<file path="config.mk">
export PLATFORM = sky130hd
export DESIGN_NAME = matrix_loader_flat
export DESIGN_NICKNAME = d
export VERILOG_FILES = /design/src/rtl/matrix_loader_if.sv /design/src/rtl/matrix_loader.sv /design/src/flat_wrapper.sv
export SDC_FILE = /design/constraint.sdc
export NUM_CORES = 1
export LEC_CHECK = 0
export ABC_CLOCK_PERIOD_IN_PS = 8900
export CAP_MARGIN = 20
export CORE_MARGIN = 4
export CORE_UTILIZATION = 45
export DETAILED_ROUTE_END_ITERATION = 7
export GPL_TIMING_DRIVEN = 0
export PLACE_DENSITY_LB_ADDON = 0.3
export SLEW_MARGIN = 20
export SYNTH_ARGS = -nofsm -noshare
export SYNTH_HDL_FRONTEND = slang
export SYNTH_SLANG_ARGS = --single-unit
</file>
<file path="constraint.sdc">
create_clock -name clk -period 8.9 [get_ports clk]
set_clock_uncertainty 0.15 [all_clocks]
set_input_delay 0.89 -clock clk [delete_from_list [all_inputs] [get_ports clk]]
set_output_delay 0.89 -clock clk [all_outputs]
set_load 0.1 [all_outputs]
</file>
<file path="src/rtl/matrix_loader_if.sv">
// rtl/matrix_loader_if.sv - host stream, load config and memory write port bundle for matrix_loader
interface matrix_loader_if #(
   parameter int WIDTH  = 16,
   parameter int ADDR_W = 12
);
   logic              load_start;
   logic [ADDR_W-1:0] addr_A;
   logic [ADDR_W-1:0] addr_B;
   logic [8:0]        n;
   logic              in_valid;
   logic [WIDTH-1:0]  in_data;
   logic              in_ready;
   logic              mem_wren;
   logic [ADDR_W-1:0] mem_addr;
   logic [WIDTH-1:0]  mem_data;
   logic              new_data;
   logic              busy;
   logic              done;
   logic              err;
   logic [1:0]        err_code;
   logic [31:0]       writes_count;

   modport master (
      output load_start, addr_A, addr_B, n, in_valid, in_data,
      input  in_ready, mem_wren, mem_addr, mem_data, new_data, busy, done,
             err, err_code, writes_count
   );

   modport slave (
      input  load_start, addr_A, addr_B, n, in_valid, in_data,
      output in_ready, mem_wren, mem_addr, mem_data, new_data, busy, done,
             err, err_code, writes_count
   );
endinterface

</file>
<file path="src/rtl/matrix_loader.sv">
// rtl/matrix_loader.sv - streams matrix A then B into the shared matrix memory and kicks the systolic run
module matrix_loader #(
   parameter int WIDTH  = 16,
   parameter int ADDR_W = 12,
   parameter int N_MAX  = 4
) (
   input  logic           clk,
   input  logic           rst,
   matrix_loader_if.slave bus
);
   localparam int CW        = 20;
   localparam int MEM_WORDS = 1 << ADDR_W;
   localparam int IDX_W     = (N_MAX > 1) ? $clog2(N_MAX * N_MAX) : 1;

   typedef enum logic [1:0] {
      S_IDLE,
      S_LOAD_A,
      S_LOAD_B,
      S_START
   } state_t;

   state_t            state_q;
   state_t            state_d;

   logic [ADDR_W-1:0] addr_a_q;
   logic [ADDR_W-1:0] addr_b_q;
   logic [IDX_W-1:0]  idx_q;
   logic [IDX_W-1:0]  last_idx_q;

   logic              mem_wren_q;
   logic [ADDR_W-1:0] mem_addr_q;
   logic [WIDTH-1:0]  mem_data_q;
   logic              new_data_q;
   logic              err_q;
   logic [1:0]        err_code_q;
   logic [31:0]       writes_count_q;

   logic [CW-1:0]     n_w;
   logic [CW-1:0]     sz_w;
   logic [CW-1:0]     a_w;
   logic [CW-1:0]     b_w;
   logic              bad_n;
   logic              bad_range;
   logic              bad_overlap;
   logic [1:0]        cfg_code;
   logic [IDX_W-1:0]  last_idx_d;

   // Region checks are done wide enough that base + size never wraps.
   always_comb begin
      n_w         = CW'(bus.n);
      sz_w        = n_w * n_w;
      a_w         = CW'(bus.addr_A);
      b_w         = CW'(bus.addr_B);
      bad_n       = (n_w == '0) || (n_w > CW'(N_MAX));
      bad_range   = ((a_w + sz_w) > CW'(MEM_WORDS)) || ((b_w + sz_w) > CW'(MEM_WORDS));
      bad_overlap = (a_w < (b_w + sz_w)) && (b_w < (a_w + sz_w));
      last_idx_d  = IDX_W'(sz_w - CW'(1));
      if (bad_n) begin
         cfg_code = 2'd1;
      end else if (bad_range) begin
         cfg_code = 2'd2;
      end else if (bad_overlap) begin
         cfg_code = 2'd3;
      end else begin
         cfg_code = 2'd0;
      end
   end

   logic              loading;
   logic              in_ready;
   logic              beat;
   logic              last_beat;
   logic              start_req;
   logic              start_ok;
   logic              start_bad;
   logic [ADDR_W-1:0] wr_base;
   logic [ADDR_W-1:0] wr_addr;

   always_comb begin
      state_d   = state_q;
      loading   = (state_q == S_LOAD_A) || (state_q == S_LOAD_B);
      in_ready  = loading && !rst;
      beat      = in_ready && bus.in_valid;
      last_beat = beat && (idx_q == last_idx_q);
      start_req = (state_q == S_IDLE) && bus.load_start;
      start_ok  = start_req && (cfg_code == 2'd0);
      start_bad = start_req && (cfg_code != 2'd0);
      wr_base   = (state_q == S_LOAD_A) ? addr_a_q : addr_b_q;
      wr_addr   = wr_base + ADDR_W'(idx_q);
      case (state_q)
         S_IDLE:   if (start_ok)  state_d = S_LOAD_A;
         S_LOAD_A: if (last_beat) state_d = S_LOAD_B;
         S_LOAD_B: if (last_beat) state_d = S_START;
         S_START:                 state_d = S_IDLE;
         default:                 state_d = S_IDLE;
      endcase
   end

   always_ff @(posedge clk) begin
      if (rst) begin
         state_q <= S_IDLE;
      end else begin
         state_q <= state_d;
      end
   end

   always_ff @(posedge clk) begin
      if (rst) begin
         addr_a_q       <= '0;
         addr_b_q       <= '0;
         idx_q          <= '0;
         last_idx_q     <= '0;
         mem_wren_q     <= 1'b0;
         mem_addr_q     <= '0;
         mem_data_q     <= '0;
         new_data_q     <= 1'b0;
         err_q          <= 1'b0;
         err_code_q     <= 2'd0;
         writes_count_q <= '0;
      end else begin
         mem_wren_q     <= beat;
         new_data_q     <= (state_q == S_START);
         err_q          <= start_bad;
         writes_count_q <= writes_count_q + 32'(mem_wren_q);
         if (beat) begin
            mem_addr_q <= wr_addr;
            mem_data_q <= bus.in_data;
            idx_q      <= last_beat ? '0 : idx_q + IDX_W'(1);
         end
         if (start_ok) begin
            addr_a_q   <= bus.addr_A;
            addr_b_q   <= bus.addr_B;
            last_idx_q <= last_idx_d;
            idx_q      <= '0;
            err_code_q <= 2'd0;
         end else if (start_bad) begin
            err_code_q <= cfg_code;
         end
      end
   end

   assign bus.in_ready     = in_ready;
   assign bus.busy         = (state_q != S_IDLE) && !rst;
   assign bus.mem_wren     = mem_wren_q;
   assign bus.mem_addr     = mem_addr_q;
   assign bus.mem_data     = mem_data_q;
   assign bus.new_data     = new_data_q;
   assign bus.done         = new_data_q;
   assign bus.err          = err_q;
   assign bus.err_code     = err_code_q;
   assign bus.writes_count = writes_count_q;
endmodule

</file>
<file path="src/flat_wrapper.sv">
// flat-port wrapper written by rule: the top's interface ports become plain ports
module matrix_loader_flat 
#(
   parameter int WIDTH  = 16,
   parameter int ADDR_W = 12,
   parameter int N_MAX  = 4
)
  (clk, rst, bus_load_start, bus_addr_A, bus_addr_B, bus_n, bus_in_valid, bus_in_data, bus_in_ready, bus_mem_wren, bus_mem_addr, bus_mem_data, bus_new_data, bus_busy, bus_done, bus_err, bus_err_code, bus_writes_count);
  matrix_loader_if #(.WIDTH(WIDTH), .ADDR_W(ADDR_W)) bus_i ();
  input  logic clk;
  input  logic rst;
  input wire logic [$bits(bus_i.load_start)-1:0] bus_load_start;
  input wire logic [$bits(bus_i.addr_A)-1:0] bus_addr_A;
  input wire logic [$bits(bus_i.addr_B)-1:0] bus_addr_B;
  input wire logic [$bits(bus_i.n)-1:0] bus_n;
  input wire logic [$bits(bus_i.in_valid)-1:0] bus_in_valid;
  input wire logic [$bits(bus_i.in_data)-1:0] bus_in_data;
  output wire logic [$bits(bus_i.in_ready)-1:0] bus_in_ready;
  output wire logic [$bits(bus_i.mem_wren)-1:0] bus_mem_wren;
  output wire logic [$bits(bus_i.mem_addr)-1:0] bus_mem_addr;
  output wire logic [$bits(bus_i.mem_data)-1:0] bus_mem_data;
  output wire logic [$bits(bus_i.new_data)-1:0] bus_new_data;
  output wire logic [$bits(bus_i.busy)-1:0] bus_busy;
  output wire logic [$bits(bus_i.done)-1:0] bus_done;
  output wire logic [$bits(bus_i.err)-1:0] bus_err;
  output wire logic [$bits(bus_i.err_code)-1:0] bus_err_code;
  output wire logic [$bits(bus_i.writes_count)-1:0] bus_writes_count;
  assign bus_i.load_start = bus_load_start;
  assign bus_i.addr_A = bus_addr_A;
  assign bus_i.addr_B = bus_addr_B;
  assign bus_i.n = bus_n;
  assign bus_i.in_valid = bus_in_valid;
  assign bus_i.in_data = bus_in_data;
  assign bus_in_ready = bus_i.in_ready;
  assign bus_mem_wren = bus_i.mem_wren;
  assign bus_mem_addr = bus_i.mem_addr;
  assign bus_mem_data = bus_i.mem_data;
  assign bus_new_data = bus_i.new_data;
  assign bus_busy = bus_i.busy;
  assign bus_done = bus_i.done;
  assign bus_err = bus_i.err;
  assign bus_err_code = bus_i.err_code;
  assign bus_writes_count = bus_i.writes_count;
  matrix_loader #(.WIDTH(WIDTH), .ADDR_W(ADDR_W), .N_MAX(N_MAX)) u_core (.clk(clk), .rst(rst), .bus(bus_i));
endmodule
</file>
Word-level counts from Yosys, hierarchy flattened
Index checks and enable logic that the tools add are counted.
- bits in writable memories: 0
- memory bits (read-only): 0
- bits in latches: 0
- register bits: 99
- memories kept: 0
- shift operators: 0
- order comparisons: 5
- multiplexer cells: 9
- reductions and logical operators: 19
- $add $sub $neg: 6
- div/mod/pow operators: 0
- bitwise logic cells: 0
- multipliers: 1
- equal/unequal tests: 7
- operators with widths (cell ; number):
    20-bit by 13-bit greater-than comparator with 1-bit output, second input constant ; 2
    12-bit by 20-bit less-than comparator with 1-bit output ; 2
    12-bit by 18-bit adder with 19-bit output ; 2
    32-bit by 1-bit adder with 32-bit output ; 1
    9-bit by 9-bit multiplier with 18-bit output ; 1
    12-bit by 4-bit adder with 12-bit output ; 1
    12-bit 2-to-1 mux ; 1
    2-bit 2-to-1 mux ; 6
    9-bit by 3-bit greater-than comparator with 1-bit output, second input constant ; 1
    9-bit logical NOT ; 1
    1-bit logical AND ; 8
    2-bit one-hot mux with 4 select lines ; 1
    2-bit by 1-bit != test with 1-bit output, second input constant ; 3
    4-bit by 1-bit adder with 4-bit output, second input constant ; 1
    2-bit equality test, second input constant ; 2
    4-bit equality test ; 1
    2-bit logical NOT ; 2
    4-bit 2-to-1 mux ; 1
    2-bit nonzero test ; 2
    4-bit by 1-bit subtractor with 4-bit output, second input constant ; 1
    1-bit logical OR ; 3
    3-bit AND reduction ; 1
    2-bit by 1-bit equality test with 1-bit output, second input constant ; 1
    2-bit OR reduction ; 1
    1-bit logical NOT ; 1

Depth between registers and ports, before layout
Gate-level depths: netlist of the first run.
- depth in word-level cells: 11
- mapped depth: 32
- depth with buffers taken out: 29

Least setup slack after synthesis of the first run
No wires, ideal clock.
- kind: input port to flip-flop
- start: input bus_n[6]
- end: register u_core.last_idx_q[2]
- setup slack: 1.089 ns
- arrival: 7.590 ns
- stages: 29
- setup time: 0.071 ns
- cell sequence: clkbuf_1 and2_1 inv_1 fa_1 inv_1 fa_1 inv_1 fa_1 fa_1 inv_1 ha_1 and2_1 a221oi_1 and2_1 xnor2_1 ha_1 clkbuf_1 o311a_1 nand2_1 inv_1 ha_1 nand3_1 o311a_1 o32ai_1 o211a_1 clkbuf_1 clkbuf_1 nand3_1 a21oi_1
- cells in the longest elaborated chain, start to end: 9
- elaborated cells on any way between the ends: 17
- RTL lines (item ; line ; RTL):
    start, declared ; flat_wrapper.sv:15 ; input wire logic [$bits(bus_i.n)-1:0] bus_n;
    9-bit by 9-bit multiplier with 18-bit output ; matrix_loader.sv:51 ; sz_w = n_w * n_w;
    12-bit by 18-bit adder with 19-bit output ; matrix_loader.sv:55, matrix_loader.sv:56 ;
    12-bit by 20-bit less-than comparator with 1-bit output ; matrix_loader.sv:56 ; bad_overlap = (a_w < (b_w + sz_w)) && (b_w < (a_w + sz_w));
    1-bit logical AND ; matrix_loader.sv:56 ;
    2-bit 2-to-1 mux ; matrix_loader.sv:62 ; end else if (bad_overlap) begin
    2-bit 2-to-1 mux ; matrix_loader.sv:60 ; end else if (bad_range) begin
    2-bit 2-to-1 mux * ; matrix_loader.sv:58 ; if (bad_n) begin
    2-bit logical NOT * ; matrix_loader.sv:86 ; start_ok = start_req && (cfg_code == 2'd0);
    1-bit logical AND * ; matrix_loader.sv:86 ;
    end signal, assigned ; matrix_loader.sv:133 ; last_idx_q <= last_idx_d;
    end, declared ; matrix_loader.sv:28 ; logic [IDX_W-1:0] last_idx_q;
Every way passes the cells marked *; elsewhere a longest branch is shown, timed or not.
A chain may end at the register's enable or synchronous reset.

Worst setup path after layout of the first run
- start: input bus_n[2]
- end: register u_core.addr_b_q[7]
- cells in the longest elaborated chain, start to end: 9
- elaborated cells on any way between the ends: 17
- RTL lines (item ; line ; RTL):
    9-bit by 9-bit multiplier with 18-bit output ; matrix_loader.sv:51 ;
    12-bit by 18-bit adder with 19-bit output ; matrix_loader.sv:55, matrix_loader.sv:56 ;
    12-bit by 20-bit less-than comparator with 1-bit output ; matrix_loader.sv:56 ;
    1-bit logical AND ; matrix_loader.sv:56 ;
    2-bit 2-to-1 mux ; matrix_loader.sv:62 ;
    2-bit 2-to-1 mux ; matrix_loader.sv:60 ;
    2-bit 2-to-1 mux * ; matrix_loader.sv:58 ;
    2-bit logical NOT * ; matrix_loader.sv:86 ;
    1-bit logical AND * ; matrix_loader.sv:86 ;
    end signal, assigned ; matrix_loader.sv:132 ; addr_b_q <= bus.addr_B;
    end, declared ; matrix_loader.sv:26 ; logic [ADDR_W-1:0] addr_b_q;
Marks and branches as above.

==> results of run 1 <==
==> cell type report <==
cell class	count	area, um^2	area share
Multi-Input combinational cell	790	5910	0.585
Inverter	88	330	0.0327
Clock buffer	10	239	0.0236
Timing Repair Buffer	118	1190	0.118
Clock inverter	4	20.0	0.00198
Tap cell	229	287	0.0283
Sequential cell	98	1960	0.194
Buffer	40	171	0.0170
==> metrics by stage <==
step / power, mW / cells / util / hold WS, ns / worst slack [ns]
after floorplan: 2.52 / 1019 / - / 0.296 / 1.09
after global placement: 3.09 / 1366 / 0.541 / 0.308 / -0.535
after detailed placement: 3.13 / 1366 / 0.541 / 0.315 / -0.577
after CTS: 3.53 / 1380 / 0.557 / 0.323 / 0.0810
after global routing: 3.96 / 1377 / 0.559 / 0.347 / 0.00386
final: 3.63 / 1377 / 0.559 / 0.321 / 0.451
==> worst paths after layout <==
| check | start | end | slack [ns] |
|---|---|---|---|
| max | bus_n[2] | u_core.addr_b_q[7] | 0.45 |
| min | u_core.bus.err_code[1] | u_core.bus.err_code[1] | 0.32 |
| max reg2reg | u_core.state_q[1] | u_core.bus.mem_addr[10] | 5.34 |
| min reg2reg | u_core.bus.err_code[1] | u_core.bus.err_code[1] | 0.32 |
==> what timing repair did <==
item                                    4_1_cts  5_1_grt
endpoints found under the setup margin       21       36
gates resized for setup                       6       21
setup buffers                                 0        0
pin swaps                                     0        2
==> worst min-delay path, cell delays in order (launching register included) <==
cell	delay, ns
dfxtp_1	0.32
nand2_1	0.06
a21oi_1	0.05
==> registers in the layout (all words and copies together) (netlist names), 2 cells and up <==
register and cells:
u_core.bus.writes_count 32, u_core.bus.mem_data 16, u_core.addr_a_q 12, u_core.addr_b_q 12, u_core.bus.mem_addr 12, u_core.idx_q 4, u_core.last_idx_q 3, u_core.bus.err_code 2
u_core.state_q 2
==> power by group <==
| group | switching (mW) | total, mW | internal [mW] |
|---|---|---|---|
| combinational | 1.72 | 2.84 | 1.12 |
| sequential | 0.000773 | 0.441 | 0.440 |
| clock | 0.153 | 0.345 | 0.192 |
==> metal layers <==
layer / global-route usage / vias up / part of all wire
met5: 0 / - / 0
li1: - / 3766 / -
met4: 0.0629 / 0 / 0.022
met2: 0.333 / 174 / 0.45
met3: 0.0248 / 34 / 0.045
met1: 0.279 / 3497 / 0.48
==> synthesized netlist by cell type, drive strengths merged, types with 3 or more instances <==
| cell | number |
|---|---|
| a211oi | 6 |
| a21o | 17 |
| a21oi | 78 |
| a31oi | 6 |
| and2 | 30 |
| and3 | 12 |
| and4 | 3 |
| buf | 4 |
| clkbuf | 39 |
| dfxtp | 98 |
| fa | 36 |
| ha | 92 |
| inv | 88 |
| mux2 | 5 |
| mux2i | 13 |
| nand2 | 90 |
| nand2b | 8 |
| nand3 | 48 |
| nand3b | 29 |
| nand4 | 11 |
| nor2 | 67 |
| nor2b | 12 |
| nor3 | 12 |
| nor4 | 8 |
| o211ai | 6 |
| o21a | 5 |
| o21ai | 57 |
| o41ai | 3 |
| or2 | 5 |
| or3 | 13 |
| xnor2 | 32 |
| xor2 | 44 |
==> logic make-up after synthesis <==
| logic type | share of synthesized area |
|---|---|
| DFF | 0.236 |
| and+or+nand+nor | 0.218 |
| muxes | 0.0224 |
| AOI/OAI and AO/OA | 0.159 |
| buffers and inverters | 0.0598 |
| adders and majority gates | 0.225 |
| xor gates and xnor gates | 0.0800 |
==> run summary, run 1 <==
worst vdd ir: 0.415 mV
Total GRT Usage: 0.203
commonest cells after routing, fill and taps aside: 115 x clkdlybuf4s50_1, 98 x dfxtp_1, 92 x ha_1
final setup vio count: 0
H-tree level count: 3
Clock Pin Slew Worst Setup and Hold Paths: 0.06 ns
hpwl dp: 17.1 mm
total grt overflow: 0
# fillers: 1713
Max Fanout on Critical Path: 10
initial antenna violation count: 0
number of clock sinks: 98
hold depth: 2
DP Area: 9790 um^2
later-pin clock latency in the skew report: 0.34 ns
Achievable Freq: 118 MHz
part of the Yosys area used for sequential elements: 0.236
routed wire length: 21.1 mm
Crit-path slowest cell: clkdlybuf4s50_1
critical path required time: 9.02 ns
largest net degree at the start of global routing: 15
yosys warns: 0
design area: 10100 um^2
Routed Antenna Nets: 0
number of port buffers: 118
Synth area leaders: dfxtp_1 24%, ha_1 14%, fa_1 8.7%, a21oi_1 4.7%, xor2_1 4.6%
Mapped Cells: 1019
core area: 18100 um^2
Detailed Routing Iterations Pass 1: 5
delay-heaviest family, CP: adder cells
Hold WC Path Type: flop to flop
Fin. Hold Viols: 0
Ports: 121
Initial Util: 0.460
status: completed
Synth top area share: 0.236
Rows: 49
antenna fix cells: 0
RSZ-0062 raised after global routing: false
die span in y: 144 um
Synth Area per Inst: 8.17 um^2
Die W: 144 um
CTS Hold Bufs: 0
share of layout cells above drive strength 1: 0.0418
first-pass GRT wire length: 34.2 mm
Final nets: 1326
EDFF count, synth: 0
Iter 0 DRT Violations: 341
worst path arrival time: 8.56 ns
minimum clock period: 8.45 ns
net count of the mapped netlist: 1200
Buf+Inv Stages, Crit Path: 8
CTS root buf: clkbuf_16
max_slew headroom: 0.327
Residual DRC: 0
leading cell type in the layout, fill and taps excluded: clkdlybuf4s50_1
Power Density: 359 nW/um^2
CTS Buffer Depth: 2
setup TNS: 0 ns
DR vias/cell: 5.43
Pleak: 4.29 nW
Wirelength per Cell: 15.4 um
Synth Register Bits: 98
die area: 20700 um^2
kind of critical path: primary input to flop
post-synthesis async set-or-reset flop share: 0
fin crit share: 0.949
Area growth syn-to-layout: 21.4%
GP Congestion: 0.935
CTS tree: built
ys flop type: dfxtp_1
via count: 7471
Yosys top cell by area: dfxtp_1
max_cap viols: 0
Worst path depth: 31
vias in the first global route: 7110
Mapped Area: 8330 um^2
Crit. End Element: flop
Netlist cell types: 66
Worst R2R Path Depth: 13
clock buffer count from CTS: 9
slowest stage delay, CP: 0.63 ns
crit path launch type: primary input
Final Slew Violations: 0
Worst Max-Slew Pin Slew: 1.01 ns
(Power assumes the default switching activity.)
==> run 2, diff against run 1 <==
--- a/config.mk
+++ b/config.mk
@@ -9,6 +9,7 @@
 export CAP_MARGIN = 20
 export CORE_MARGIN = 4
 export CORE_UTILIZATION = 45
+export CTS_CLUSTER_SIZE = 12
 export DETAILED_ROUTE_END_ITERATION = 7
 export GPL_TIMING_DRIVEN = 0
 export PLACE_DENSITY_LB_ADDON = 0.3
==> results of run 2 <==
Final layout, timing and power as in run 1 (identical DEF).
==> run 3, diff against run 2 <==
--- a/config.mk
+++ b/config.mk
@@ -7,8 +7,10 @@
 export LEC_CHECK = 0
 export ABC_CLOCK_PERIOD_IN_PS = 8900
 export CAP_MARGIN = 20
+export CELL_PAD_IN_SITES_DETAIL_PLACEMENT = 0
+export CELL_PAD_IN_SITES_GLOBAL_PLACEMENT = 1
 export CORE_MARGIN = 4
-export CORE_UTILIZATION = 45
+export CORE_UTILIZATION = 42
 export CTS_CLUSTER_SIZE = 12
 export DETAILED_ROUTE_END_ITERATION = 7
 export GPL_TIMING_DRIVEN = 0
==> run 3 against run 2 <==
Net effect: clock power increased by 8.1%; power decreased by 0.37%; maximum frequency increased by 1.4%; critical path depth increased by 1; sequential share of layout area decreased by 0.13 points; die area increased by 6.7%; largest power group unchanged; combinational power decreased by 1%; critical path type unchanged.
==> run summary, run 3 (same netlist as run 1, synthesis figures left out) <==
total grt overflow: 0 (unchanged)
Achievable Freq: 120 MHz (was 118 MHz)
Routed Antenna Nets: 0 (unchanged)
antenna fix cells: 0 (unchanged)
Worst Slack Setup Final: 0.565 ns (was 0.451 ns)
CTS Hold Bufs: 0 (unchanged)
worst vdd ir: 0.430 mV (was 0.415 mV)
core area: 19500 um^2 (was 18100 um^2)
Die W: 149 um (was 144 um)
delay-heaviest family, CP: adder cells (unchanged)
Total GRT Usage: 0.196 (was 0.203)
via count: 7319 (was 7471)
Hold WC Path Type: flop to flop (unchanged)
DR vias/cell: 5.17 (was 5.43)
Worst path depth: 32 (was 31)
Buf+Inv Stages, Crit Path: 8 (unchanged)
CTS Buffer Depth: 2 (unchanged)
crit path launch type: primary input (unchanged)
number of port buffers: 118 (unchanged)
first-pass GRT wire length: 35.7 mm (was 34.2 mm)
max reg flops: 32 (unchanged)
vias in the first global route: 7141 (was 7110)
Clock Pin Slew Worst Setup and Hold Paths: 0.07 ns (was 0.06 ns)
Worst Max-Slew Pin Slew: 0.995 ns (was 1.01 ns)
hold depth: 2 (unchanged)
Power Density: 355 nW/um^2 (was 359 nW/um^2)
die span in y: 149 um (was 144 um)
later-pin clock latency in the skew report: 0.34 ns (about the same)
initial antenna violation count: 0 (unchanged)
clock buffer count from CTS: 9 (unchanged)
hpwl dp: 17.6 mm (was 17.1 mm)
design area: 10200 um^2 (was 10100 um^2)
status: completed (unchanged)
max_slew headroom: 0.334 (was 0.327)
pre-CTS setup slack: -0.707 ns (was -0.577 ns)
DP Area: 9840 um^2 (was 9790 um^2)
H-tree level count: 3 (unchanged)
Residual DRC: 0 (unchanged)
Wirelength per Cell: 15.1 um (was 15.4 um)
worst path arrival time: 8.45 ns (was 8.56 ns)
Area growth syn-to-layout: 22.2% (was 21.4%)
fin crit share: 0.937 (was 0.949)
Util after Layout: 0.523 (was 0.559)
number of clock sinks: 98 (unchanged)
Pleak: 4.31 nW (was 4.29 nW)
commonest cells after routing, fill and taps aside: 112 x clkdlybuf4s50_1, 98 x dfxtp_1, 92 x ha_1 (was 115 x clkdlybuf4s50_1, 98 x dfxtp_1, 92 x ha_1)
final setup vio count: 0 (unchanged)
Detailed Routing Iterations Pass 1: 5 (unchanged)
Max Fanout on Critical Path: 10 (unchanged)
share of layout cells above drive strength 1: 0.0409 (was 0.0418)
Iter 0 DRT Violations: 237 (was 341)
Crit. End Element: flop (unchanged)
max_cap viols: 0 (unchanged)
leading cell type in the layout, fill and taps excluded: clkdlybuf4s50_1 (unchanged)
routed wire length: 21.3 mm (was 21.1 mm)
minimum clock period: 8.34 ns (was 8.45 ns)
critical path required time: 9.02 ns (about the same)
GP Congestion: 0.874 (was 0.935)
Final Slew Violations: 0 (unchanged)
die area: 22100 um^2 (was 20700 um^2)
Crit-path slowest cell: fa_1 (was clkdlybuf4s50_1)
Initial Util: 0.428 (was 0.460)
Fin. Hold Viols: 0 (unchanged)
Worst R2R Path Depth: 13 (unchanged)
slowest stage delay, CP: 0.56 ns (was 0.63 ns)
Final nets: 1326 (unchanged)
Rows: 51 (was 49)
flop2flop setup slack: 5.34 ns (about the same)
CTS tree: built (unchanged)
kind of critical path: primary input to flop (unchanged)
RSZ-0062 raised after global routing: false (unchanged)
CTS root buf: clkbuf_16 (unchanged)
largest net degree at the start of global routing: 18 (was 15)
Ports: 121 (unchanged)
==> run 3: cell count changes in the layout (fill, tap and decap cells not counted), moves of 2 or more <==
cell,delta
buf_2,+2
clkbuf_2,-3
clkdlybuf4s50_1,-3
clkinv_2,-3
clkinvlp_4,+2
dlymetal6s2s_1,+3
==> run 3: area by class of cell <==
cell class,count,area (um^2)
plain buffers,40,170
clock buffers,10,239
clock inverters,6,48.8
fillers,1891,9290
inverters,88,330
multi-input cells,790,5900
flip-flops and latches,98,1960
well taps,265,332
repair buffers,118,1200
==> run 3: worst paths after layout <==
kind | end | startpoint
setup / recovery | u_core.addr_b_q[6] | bus_n[7]
setup reg to reg | u_core.bus.mem_addr[6] | u_core.state_q[1]
hold / removal | u_core.bus.mem_data[6] | u_core.bus.mem_data[6]
hold reg to reg | u_core.bus.mem_data[6] | u_core.bus.mem_data[6]
==> run 3: through the flow <==
stage | power, mW | TNS, ns | hold slack, ns | instances
3_3_place_gp | 3.12 | -17.97 | 0.305 | 1402
4_1_cts | 3.55 | 0 | 0.324 | 1416
3_5_place_dp | 3.13 | -18.92 | 0.315 | 1402
6_report | 3.61 | 0 | 0.323 | 1415
5_1_grt | 4.03 | 0 | 0.342 | 1415
2_1_floorplan | 2.52 | 0 | 0.296 | 1019
==> run 3: power breakdown <==
| group | switching, mW | internal, mW | leakage, nW |
|---|---|---|---|
| clock network | 0.173 | 0.200 | 0.137 |
| registers | 0.000791 | 0.440 | 0.789 |
| logic | 1.69 | 1.11 | 3.39 |
==> run 3: per-layer routing <==
metal / track usage / part of all wire
met3: 0.0222 / 0.046
met5: 0 / 0
met4: 0.0389 / 0.0067
met1: 0.268 / 0.47
met2: 0.339 / 0.48
==> run 3: worst register-to-register path: stages (launching register included) <==
cell and delay, ns:
dfxtp_1 0.33, inv_1 0.10, ha_1 0.15, clkbuf_1 0.28, buf_1 0.55, mux2_2 0.43
ha_1 0.21, fa_1 0.41, a21o_1 0.17, a21oi_1 0.22, or2_2 0.17, nor2_1 0.05
xor2_1 0.15, o21ai_0 0.13
==> run 3: timing repair <==
action,4_1_cts,5_1_grt
pin swaps,0,1
resized for setup,7,20
setup buffers,0,0
setup endpoints to repair,32,33
